File: config.mk
export PLATFORM = sky130hd
export DESIGN_NAME = boot_ctrl_flat
export DESIGN_NICKNAME = d
export VERILOG_FILES = /design/src/rtl/boot_pkg.sv /design/src/rtl/boot_ctrl_if.sv /design/src/rtl/boot_ctrl_byte_packer.sv /design/src/rtl/boot_ctrl.sv /design/src/flat_wrapper.sv
export SDC_FILE = /design/constraint.sdc
export NUM_CORES = 1
export LEC_CHECK = 0
export ABC_AREA = 1
export BUFFER_PORTS_ARGS = -buffer_cell sky130_fd_sc_hd__buf_2
export CAP_MARGIN = 20
export CORE_ASPECT_RATIO = 1.75
export CORE_MARGIN = 4
export CORE_UTILIZATION = 54
export CTS_BUF_LIST = sky130_fd_sc_hd__clkbuf_4 sky130_fd_sc_hd__clkbuf_8 sky130_fd_sc_hd__clkbuf_16
export CTS_CLUSTER_DIAMETER = 50
export DETAILED_ROUTE_END_ITERATION = 8
export HOLD_SLACK_MARGIN = 0.12
export PLACE_DENSITY = 0.8
export SYNTH_ARGS = -nofsm -noshare
export SYNTH_HDL_FRONTEND = slang
export SYNTH_HIERARCHICAL = 1
export SYNTH_SLANG_ARGS = --single-unit
File: constraint.sdc
create_clock -name clk -period 2.6 [get_ports clk]
set_input_delay 0.39 -clock clk [delete_from_list [all_inputs] [get_ports clk]]
set_output_delay 0.39 -clock clk [all_outputs]
set_load 0.01 [all_outputs]
File: src/rtl/boot_pkg.sv
// boot_pkg: shared definitions for the boot loader controller.
//   state_t             - controller state encoding (IDLE, LOAD, HOLD, RUN)
//   HOLD_CYCLES_DEFAULT - default number of cycles the core stays in reset
//                         after the last instruction word is written
package boot_pkg;

    typedef enum logic [1:0] {
        ST_IDLE = 2'd0,
        ST_LOAD = 2'd1,
        ST_HOLD = 2'd2,
        ST_RUN  = 2'd3
    } state_t;

    localparam int HOLD_CYCLES_DEFAULT = 4;

endpackage

File: src/rtl/boot_ctrl_if.sv
// boot_ctrl_if: load request, byte stream, instruction-memory write port and
// core status signals of the boot loader.
//   load_start/load_words  - load request and word count (host -> controller)
//   byte_valid/byte_data   - program byte stream (host -> controller)
//   byte_ready             - controller accepts a byte this cycle
//   imem_we/addr/wdata     - instruction-memory write port
//   core_rst_n/busy/done   - core reset and controller status
//   err                    - one-cycle pulse on a rejected load request
// Modports: master = host side, slave = boot controller.
interface boot_ctrl_if #(
    parameter int ADDR_W = 8
);
    logic              load_start;
    logic [ADDR_W:0]   load_words;
    logic              byte_valid;
    logic [7:0]        byte_data;
    logic              byte_ready;
    logic              imem_we;
    logic [ADDR_W-1:0] imem_addr;
    logic [31:0]       imem_wdata;
    logic              core_rst_n;
    logic              busy;
    logic              done;
    logic              err;

    modport master (
        output load_start, load_words, byte_valid, byte_data,
        input  byte_ready, imem_we, imem_addr, imem_wdata,
        input  core_rst_n, busy, done, err
    );

    modport slave (
        input  load_start, load_words, byte_valid, byte_data,
        output byte_ready, imem_we, imem_addr, imem_wdata,
        output core_rst_n, busy, done, err
    );
endinterface

File: src/rtl/boot_ctrl_byte_packer.sv
// byte_packer: assembles four accepted bytes into a little-endian 32-bit word.
//   clk, rst   - clock and synchronous active-low reset
//   clear      - restart at byte 0 (new load)
//   accept     - a byte is transferred this cycle
//   byte_data  - the byte being transferred
//   byte_last  - the next accepted byte completes a word
//   word_valid - one-cycle pulse, the cycle after the fourth byte
//   word       - last assembled word, held between pulses
module byte_packer (
    input  logic        clk,
    input  logic        rst,
    input  logic        clear,
    input  logic        accept,
    input  logic [7:0]  byte_data,
    output logic        byte_last,
    output logic        word_valid,
    output logic [31:0] word
);
    logic [1:0]  byte_cnt;
    logic [23:0] partial;

    assign byte_last = (byte_cnt == 2'd3);

    // NOTE: sequential state uses non-blocking assignments so every register
    // samples the pre-edge values, independent of statement order.
    always_ff @(posedge clk) begin
        if (!rst) begin
            byte_cnt   <= '0;
            partial    <= '0;
            word_valid <= 1'b0;
            word       <= '0;
        end else begin
            word_valid <= 1'b0;
            if (clear) begin
                byte_cnt <= '0;
            end else if (accept) begin
                byte_cnt <= byte_cnt + 2'd1;
                if (byte_last) begin
                    // Newest byte is the most significant: little-endian order.
                    word       <= {byte_data, partial};
                    word_valid <= 1'b1;
                end else begin
                    partial <= {byte_data, partial[23:8]};
                end
            end
        end
    end
endmodule

File: src/rtl/boot_ctrl.sv
// boot_ctrl: loads a program from a byte stream into instruction memory, then
// holds the processor core in reset for HOLD_CYCLES before releasing it.
//   clk, rst - clock and synchronous active-low reset
//   bus      - boot_ctrl_if slave modport (load request, byte stream,
//              instruction-memory write port, core reset and status)
// Parameters: ADDR_W (word-address width), HOLD_CYCLES (post-load reset hold).
module boot_ctrl
    import boot_pkg::*;
#(
    parameter int ADDR_W      = 8,
    parameter int HOLD_CYCLES = HOLD_CYCLES_DEFAULT
) (
    input  logic       clk,
    input  logic       rst,
    boot_ctrl_if.slave bus
);
    localparam int              HOLD_W    = (HOLD_CYCLES > 1) ? $clog2(HOLD_CYCLES) : 1;
    localparam logic [HOLD_W-1:0] HOLD_LAST = HOLD_W'(HOLD_CYCLES - 1);
    localparam logic [ADDR_W:0] MAX_WORDS = {1'b1, {ADDR_W{1'b0}}};
    localparam logic [ADDR_W:0] ONE_WORD  = {{ADDR_W{1'b0}}, 1'b1};

    state_t            state, state_next;
    logic [ADDR_W:0]   words_q;
    logic [ADDR_W-1:0] word_cnt;
    logic [ADDR_W-1:0] addr_q;
    logic [HOLD_W-1:0] hold_cnt;
    logic              core_rst_q;
    logic              err_q;

    logic              can_start, len_ok, start_load;
    logic              accept, byte_last, word_end, last_word;
    logic              word_valid;
    logic [31:0]       word;

    // A load may only begin from IDLE or RUN; requests in LOAD/HOLD are dropped.
    assign can_start  = (state == ST_IDLE) || (state == ST_RUN);
    assign len_ok     = (bus.load_words != '0) && (bus.load_words <= MAX_WORDS);
    assign start_load = can_start && bus.load_start && len_ok;
    assign accept     = (state == ST_LOAD) && bus.byte_valid;
    assign word_end   = accept && byte_last;
    assign last_word  = ({1'b0, word_cnt} == (words_q - ONE_WORD));

    byte_packer u_packer (
        .clk        (clk),
        .rst        (rst),
        .clear      (start_load),
        .accept     (accept),
        .byte_data  (bus.byte_data),
        .byte_last  (byte_last),
        .word_valid (word_valid),
        .word       (word)
    );

    // NOTE: every variable driven here gets a default first, so no path can
    // leave it unassigned and infer a latch.
    always_comb begin
        state_next = state;
        unique case (state)
            ST_IDLE, ST_RUN: if (start_load)              state_next = ST_LOAD;
            ST_LOAD:         if (word_end && last_word)   state_next = ST_HOLD;
            ST_HOLD:         if (hold_cnt == HOLD_LAST)   state_next = ST_RUN;
            default:                                      state_next = ST_IDLE;
        endcase
    end

    always_ff @(posedge clk) begin
        if (!rst) begin
            state      <= ST_IDLE;
            words_q    <= '0;
            word_cnt   <= '0;
            addr_q     <= '0;
            hold_cnt   <= '0;
            core_rst_q <= 1'b0;
            err_q      <= 1'b0;
        end else begin
            state    <= state_next;
            err_q    <= can_start && bus.load_start && !len_ok;
            hold_cnt <= (state == ST_HOLD) ? hold_cnt + 1'b1 : '0;
            // Registered from the next state so the core reset is glitch-free
            // and high exactly while the controller sits in RUN.
            core_rst_q <= (state_next == ST_RUN);
            if (start_load) begin
                words_q  <= bus.load_words;
                word_cnt <= '0;
            end else if (word_end) begin
                addr_q   <= word_cnt;
                word_cnt <= word_cnt + 1'b1;
            end
        end
    end

    assign bus.byte_ready = (state == ST_LOAD);
    assign bus.imem_we    = word_valid;
    assign bus.imem_addr  = addr_q;
    assign bus.imem_wdata = word;
    assign bus.core_rst_n = core_rst_q;
    assign bus.busy       = (state == ST_LOAD) || (state == ST_HOLD);
    assign bus.done       = (state == ST_RUN);
    assign bus.err        = err_q;
endmodule

File: src/flat_wrapper.sv
// flat-port wrapper written by rule: the top's interface ports become plain ports
module boot_ctrl_flat import boot_pkg::*;
#(
    parameter int ADDR_W      = 8,
    parameter int HOLD_CYCLES = HOLD_CYCLES_DEFAULT
)
  (clk, rst, bus_load_start, bus_load_words, bus_byte_valid, bus_byte_data, bus_byte_ready, bus_imem_we, bus_imem_addr, bus_imem_wdata, bus_core_rst_n, bus_busy, bus_done, bus_err);
  boot_ctrl_if #(.ADDR_W(ADDR_W)) bus_i ();
  input  logic clk;
  input  logic rst;
  input wire logic [$bits(bus_i.load_start)-1:0] bus_load_start;
  input wire logic [$bits(bus_i.load_words)-1:0] bus_load_words;
  input wire logic [$bits(bus_i.byte_valid)-1:0] bus_byte_valid;
  input wire logic [$bits(bus_i.byte_data)-1:0] bus_byte_data;
  output wire logic [$bits(bus_i.byte_ready)-1:0] bus_byte_ready;
  output wire logic [$bits(bus_i.imem_we)-1:0] bus_imem_we;
  output wire logic [$bits(bus_i.imem_addr)-1:0] bus_imem_addr;
  output wire logic [$bits(bus_i.imem_wdata)-1:0] bus_imem_wdata;
  output wire logic [$bits(bus_i.core_rst_n)-1:0] bus_core_rst_n;
  output wire logic [$bits(bus_i.busy)-1:0] bus_busy;
  output wire logic [$bits(bus_i.done)-1:0] bus_done;
  output wire logic [$bits(bus_i.err)-1:0] bus_err;
  assign bus_i.load_start = bus_load_start;
  assign bus_i.load_words = bus_load_words;
  assign bus_i.byte_valid = bus_byte_valid;
  assign bus_i.byte_data = bus_byte_data;
  assign bus_byte_ready = bus_i.byte_ready;
  assign bus_imem_we = bus_i.imem_we;
  assign bus_imem_addr = bus_i.imem_addr;
  assign bus_imem_wdata = bus_i.imem_wdata;
  assign bus_core_rst_n = bus_i.core_rst_n;
  assign bus_busy = bus_i.busy;
  assign bus_done = bus_i.done;
  assign bus_err = bus_i.err;
  boot_ctrl #(.ADDR_W(ADDR_W), .HOLD_CYCLES(HOLD_CYCLES)) u_core (.clk(clk), .rst(rst), .bus(bus_i));
endmodule
==> reports/metrics.yaml, run 1 <==
clock_tree:
  clockBufferDepth: 2
  clk_latency_ns: 0.34
  numCtsBuffers: 9
  cts.sinks: 90
  cts-resized-gates: 0
  cts_setup_buffers: 0
  cts_max_level: 3
  cts_root_buffer: "clkbuf_16"
  clkTransAtPathRegs_ns: 0.06
  cts_tree: "done"
  cts_hold_buf: 0
power_and_ir_drop:
  powerDensity_nw_per_um2: 744
  pwr-share-seq_pct: 42.0
  combPwrFrac_pct: 16.1
  clock_power_share_pct: 41.8
  p_sw_share_pct: 26.4
  internal_power_mw: 2.65
  switchingPower_mw: 0.952
  power_mw: 3.60
  ir_drop_v: 0.000465
  p_leak_nw: 2.57
detailed_routing:
  wirelength_um: 9710
  vias: 3822
  dr.pass1.iters: 4
  detail_route.wl_per_cell_um: 12.6
  postRouteAntennaNets: 0
  routed_via_density: 4.97
  drc: 0
  drt_iter0_markers: 166
finish:
  area_growth_pct: 17.1
  multi_input_area_sq_um: 1830
  finalNetCount: 705
  seqCellArea_sq_um: 1800
  drive_gt1_share_pct: 14.7
  final_common_cell: "nand2_1"
  layoutNonFillerInstCount: 769
  nFillCells: 676
  final_cell_mix: "155 x nand2_1, 132 x nor2_1, 90 x inv_1, 90 x dfxtp_1, 66 x buf_2"
  diodes: 0
global_routing:
  grt_util_met3_pct: 5.17
  grt_pass1_vias: 3661
  busiest_layer: "met2"
  global_route.overflow_total: 0
  grt_pass1_wl_um: 16000
  met2_usage_pct: 40.8
  track_usage_pct: 22.7
  grt_max_degree: 52
  use_met1_pct: 22.9
  antenna_found_initial: 0
sta:
  setup_violations: 0
  drv_slew: 0
  worst_pin_slew_ns: 0.704
  max_freq_mhz: 447
  whs_ns: 0.293
  fin_crit_ns: 2.24
  fin_setup_tns_ns: 0
  rsz0062_at_grt: "false"
  slew_headroom_pct: 53.0
  skew_ns: 0.00399
  fin_crit_sh_pct: 86.1
  hold_viol: 0
die:
  ios: 67
  core_area_sq_um: 7510
  dieArea_sq_um: 9180
  die_h_um: 124
  rows: 42
  start_util_pct: 55.0
  die_width_um: 74.2
run:
  cap_violations: 0
yosys:
  synth_area_sq_um: 4140
  synth_warnings: 6
  synthCells: 618
  ys_seq_elements: 90
  synth_cell_types: 27
  seq_area_frac_synth_pct: 43.6
  syn_avg_cell_area_sq_um: 6.69
  syn-num-nets: 647
worst_setup_path:
  crit_type: "flip-flop to flip-flop"
  cp_data_required_time_ns: 2.83
  cp-end-kind: "flip-flop"
  crit_path_start_kind: "flip-flop"
  path_max_fanout: 25
  regToRegSetupSlack_ns: 0.36
  critPathArrivalTime_ns: 2.47
placement:
  post-dp-hpwl_um: 7040
  dp.cells: 753
  gp_congestion: 0.924
  numPortBuffers: 66
hold_path:
  worstHoldPathType: "primary input to flip-flop"
outcome:
  status: "finished clean"
[layer usage]
| metal | up-vias | routed length [um] |
|---|---|---|
| met4 | 0 | 467 |
| met3 | 25 | 487 |
| met1 | 1716 | 3590 |
| met5 | - | 0 |
| met2 | 106 | 5170 |
| li1 | 1975 | - |
[synth_stat cells]
cell type	instances	area share, %
o21a_1	2	0.36
buf_2	13	1.6
ha_1	8	2.4
nor2_1	133	12
xor2_1	4	0.85
or2_2	1	0.15
a21oi_1	40	4.8
or3_4	1	0.27
nand2_1	155	14
nor3_1	2	0.24
inv_1	90	8.2
a211oi_1	1	0.18
buf_6	4	1.1
buf_4	6	1.1
dfxtp_1	90	44
nand3_1	33	4.0
o21ai_0	20	2.4
clkbuf_1	4	0.36
nand2_2	1	0.15
nand4_1	1	0.15
buf_1	1	0.091
xnor2_1	3	0.64
nor3_2	1	0.24
nand2_4	1	0.27
nand3_2	1	0.24
a21oi_2	1	0.21
nand3b_2	1	0.27
[area by class of cell]
cell class                 instances  area share, %
clock inverter                     5           2.07
multi-input combinational        410           37.8
sequential                        90           37.2
tap                               88           2.27
clock buffer                      11           5.22
timing repair buffer              75           8.48
inverter                          90           6.98
[final timing paths]
path                       from                        to  cells after the start
max             u_core/state[0]  u_core/u_packer/word[11]                     11
min            bus_byte_data[7]  u_core/u_packer/word[31]                      3
max reg2reg     u_core/state[0]  u_core/u_packer/word[11]                     11
min reg2reg  u_core/hold_cnt[0]        u_core/hold_cnt[0]                      1
[kinds of logic after synthesis]
logic type               count (synthesis)  share of synthesized area [%]
buffers and inverters                  118                           12.4
XOR/XNOR                                 7                           1.48
AND/OR/NAND/NOR                        331                           32.1
flip-flops                              90                           43.6
AO/OA/AOI/OAI                           64                           8.02
adder cells (fa/ha/maj)                  8                           2.42
[per-stage QoR]
| stage | instance area (sq um) | utilization (%) | setup WS (ns) |
|---|---|---|---|
| detailed placement | 4490 | 59.7 | 0.395 |
| CTS | 4840 | 64.4 | 0.382 |
| global placement | 4490 | 59.7 | 0.454 |
| floorplan | 4140 | - | 0.664 |
| global route | 4840 | 64.4 | 0.105 |
| finish | 4840 | 64.4 | 0.362 |
[power groups by stage]
| stage | combinational [mW] | clock, mW | sequential (mW) |
|---|---|---|---|
| final | 0.582 | 1.51 | 1.51 |
| after global routing | 0.667 | 1.60 | 1.52 |
| after CTS | 0.585 | 1.54 | 1.51 |
| after detailed placement | 0.581 | 0 | 1.54 |
| after global placement | 0.566 | 0 | 1.54 |
| after floorplan | 0.449 | 0 | 1.53 |
[critical path: stages (launching register included)]
cell and delay (ns):
dfxtp_1 0.40, inv_1 0.11, ha_1 0.36, nand2_1 0.10, nand3b_2 0.21, inv_1 0.14, inv_1 0.09, nand3_2 0.22
buf_4 0.31, nand2_1 0.08, nand2_1 0.06, nor2_1 0.05
[sequential cells by signal (all words and copies together) (netlist names)]
| name | flops |
|---|---|
| u_core/u_packer/word_valid | 1 |
| u_core/hold_cnt | 2 |
| u_core/u_packer/byte_cnt | 2 |
| u_core/bus.imem_addr | 8 |
| u_core/bus.err | 1 |
| u_core/words_q | 9 |
| u_core/u_packer/partial | 24 |
| u_core/state | 2 |
| u_core/bus.core_rst_n | 1 |
| u_core/word_cnt | 8 |
| u_core/u_packer/word | 32 |
No activity file was read; power rests on OpenSTA's default activity.
==> inputs of run 2 (changes only) <==
CTS_BUF_LIST = sky130_fd_sc_hd__clkbuf_2   (was sky130_fd_sc_hd__clkbuf_4 sky130_fd_sc_hd__clkbuf_8 sky130_fd_sc_hd__clkbuf_16)
RECOVER_POWER = 50   (was unset)
==> reports/metrics.yaml, run 2 (same netlist as run 1, synthesis figures left out) <==
outcome:
  status: "finished clean"
sta:
  fin_crit_ns: 2.24  # +0.00622 ns
  fin_setup_tns_ns: 0  # unchanged
  setup_violations: 0  # unchanged
  worst_pin_slew_ns: 0.956  # +0.251 ns
  max_freq_mhz: 445  # -0.28%
  whs_ns: 0.184  # -0.110 ns
  fin_crit_sh_pct: 86.3  # +0.24 points
  drv_slew: 0  # unchanged
  slew_headroom_pct: 36.3  # -17 points
  setup_slack_ns: 0.355  # -0.00622 ns
  hold_viol: 0  # unchanged
  rsz0062_at_grt: "false"
  skew_ns: 0.0275  # +0.0235 ns
hold_path:
  hold_path.startpoint: "bus_load_words[1]"
  worstHoldPathType: "primary input to flip-flop"
detailed_routing:
  dr.pass1.iters: 5  # +1
  wirelength_um: 9700  # -0.12%
  drt_iter0_markers: 190  # +14%
  postRouteAntennaNets: 0  # unchanged
  detail_route.wl_per_cell_um: 12.4  # -2.0%
  routed_via_density: 4.95  # -0.37%
  drc: 0  # unchanged
  vias: 3882  # +1.6%
global_routing:
  antenna_found_initial: 0  # unchanged
  grt_pass1_wl_um: 15900  # -0.39%
  grt_max_degree: 52  # unchanged
  grt_pass1_vias: 3687  # +0.71%
  track_usage_pct: 22.4  # -0.29 points
  global_route.overflow_total: 0  # unchanged
finish:
  nFillCells: 724  # +7.1%
  drive_gt1_share_pct: 7.47  # -7.2 points
  top_register: "u_core/u_packer/word"
  biggestRegsByFlops: "u_core/u_packer/word: 32 flops, u_core/u_packer/partial: 24 flops, u_core/words_q: 9 flops"
  finalNetCount: 720  # +2.1%
  area_growth_pct: 14.3
  largest_reg_flops: 32  # unchanged
  final_area_sq_um: 4730  # -2.4%
  final_common_cell: "nand2_1"
  seqCellArea_sq_um: 1800  # unchanged
  diodes: 0  # unchanged
  final_util_pct: 62.9  # -1.5 points
  multi_input_area_sq_um: 1820  # -0.41%
  layoutNonFillerInstCount: 784  # +2.0%
  final_cell_mix: "156 x nand2_1, 132 x nor2_1, 90 x inv_1, 90 x dfxtp_1, 45 x clkbuf_1"
power_and_ir_drop:
  clock_power_share_pct: 28.9  # -13 points
  pwr-share-seq_pct: 51.1  # +9.1 points
  powerDensity_nw_per_um2: 629  # -16%
  power_mw: 2.97  # -18%
  internal_power_mw: 2.08  # -21%
  combPwrFrac_pct: 20.0  # +3.9 points
  p_sw_share_pct: 29.9  # +3.5 points
  p_leak_nw: 2.35  # -8.6%
  switchingPower_mw: 0.887  # -6.8%
  ir_drop_v: 0.000439  # -5.7%
worst_setup_path:
  path_max_fanout: 25  # unchanged
  crit_type: "flip-flop to flip-flop"
  slowest_delay_ns: 0.46  # +0.06 ns
  worstPathCellList: "inv_1, ha_1, nand2_1, nand3b_2, inv_1, inv_1, nand3_2, buf_4, nand2_1, nand2_1, nor2_1"
  crit_path_start_kind: "flip-flop"
  critPathArrivalTime_ns: 2.69  # +0.22 ns
  slowest_stage: "dfxtp_1"
  reg2reg_from: "u_core/state[0]"
  crit_start: "u_core/state[0]"
  cp-end-kind: "flip-flop"
  cp_data_required_time_ns: 3.05  # +0.22 ns
placement:
  placed_cell_area_sq_um: 4490  # unchanged
  pre_cts_slack_ns: 0.395  # unchanged
  numPortBuffers: 66  # unchanged
  gp_congestion: 0.924  # unchanged
  post-dp-hpwl_um: 7040  # unchanged
  dp.cells: 753  # unchanged
clock_tree:
  numCtsBuffers: 9  # unchanged
  cts.sinks: 90  # unchanged
  cts_root_buffer: "clkbuf_2"
  cts_max_level: 3  # unchanged
  cts_tree: "done"
  clkTransAtPathRegs_ns: 0.22  # +0.16 ns
  cts-resized-gates: 0  # unchanged
  clockBufferDepth: 2  # unchanged
  clk_latency_ns: 0.54  # +0.20 ns
die:
  rows: 42  # unchanged
  start_util_pct: 55.0  # unchanged
  ios: 67  # unchanged
  dieArea_sq_um: 9180  # unchanged
  die_h_um: 124  # unchanged
  core_area_sq_um: 7510  # unchanged
  die_width_um: 74.2  # unchanged
run:
  cap_violations: 0  # unchanged
-- run 2: cell types whose count changed in the layout (fill, tap and decap cells not counted) --
cell	previous run	this run
buf_4	8	7
clkbuf_2	0	10
clkbuf_8	2	0
clkinv_1	0	2
nand2_4	1	0
clkbuf_1	0	45
clkbuf_16	9	0
dlygate4sd3_1	0	15
buf_2	66	21
nand2_1	155	156
-- run 2: worst max-delay path, delay by kind of cell (launching register included) --
kind,cells,cell delay [ns]
buf+inv,4,0.65
flops,1,0.46
fa+ha+maj,1,0.36
simple gates,6,0.70
-- run 2: power groups by stage --
stage          Clock (mW)  Combinational (mW)  Sequential [mW]
4_1_cts             0.884               0.599             1.52
5_1_grt             0.937               0.681             1.53
3_3_place_gp            0               0.566             1.54
3_5_place_dp            0               0.581             1.54
2_1_floorplan           0               0.449             1.53
6_report            0.860               0.594             1.52
-- run 2: timing repair --
item | in CTS | in global routing
endpoints found under the hold margin | 15 | 1
setup buffers | 0 | 0
hold buffers | 14 | 1
-- run 2: layout make-up --
type | instances | share of cell area [%]
inverter | 90 | 7.15
multi-input combinational | 410 | 38.5
sequential | 90 | 38.1
clock buffer | 9 | 0.953
tap | 88 | 2.33
timing repair buffer | 90 | 10.6
clock inverter | 7 | 2.28
-- run 2: final timing paths --
kind	to	slack, ns	depth (start not counted)
max	u_core/u_packer/word[11]	0.36	11
min	u_core/words_q[1]	0.18	3
max reg2reg	u_core/u_packer/word[11]	0.36	11
min reg2reg	u_core/hold_cnt[0]	0.43	1
-- run 2: routing by layer --
metal  GRT usage [%]  up-vias  wire length, um  part of all wire (%)
met3            4.28       22              530                   5.5
met2            42.0      106             5230                    54
met4            11.7        0              370                   3.8
met1            22.6     1743             3560                    37
li1                -     2011                -                     -
met5               0        -                0                     0
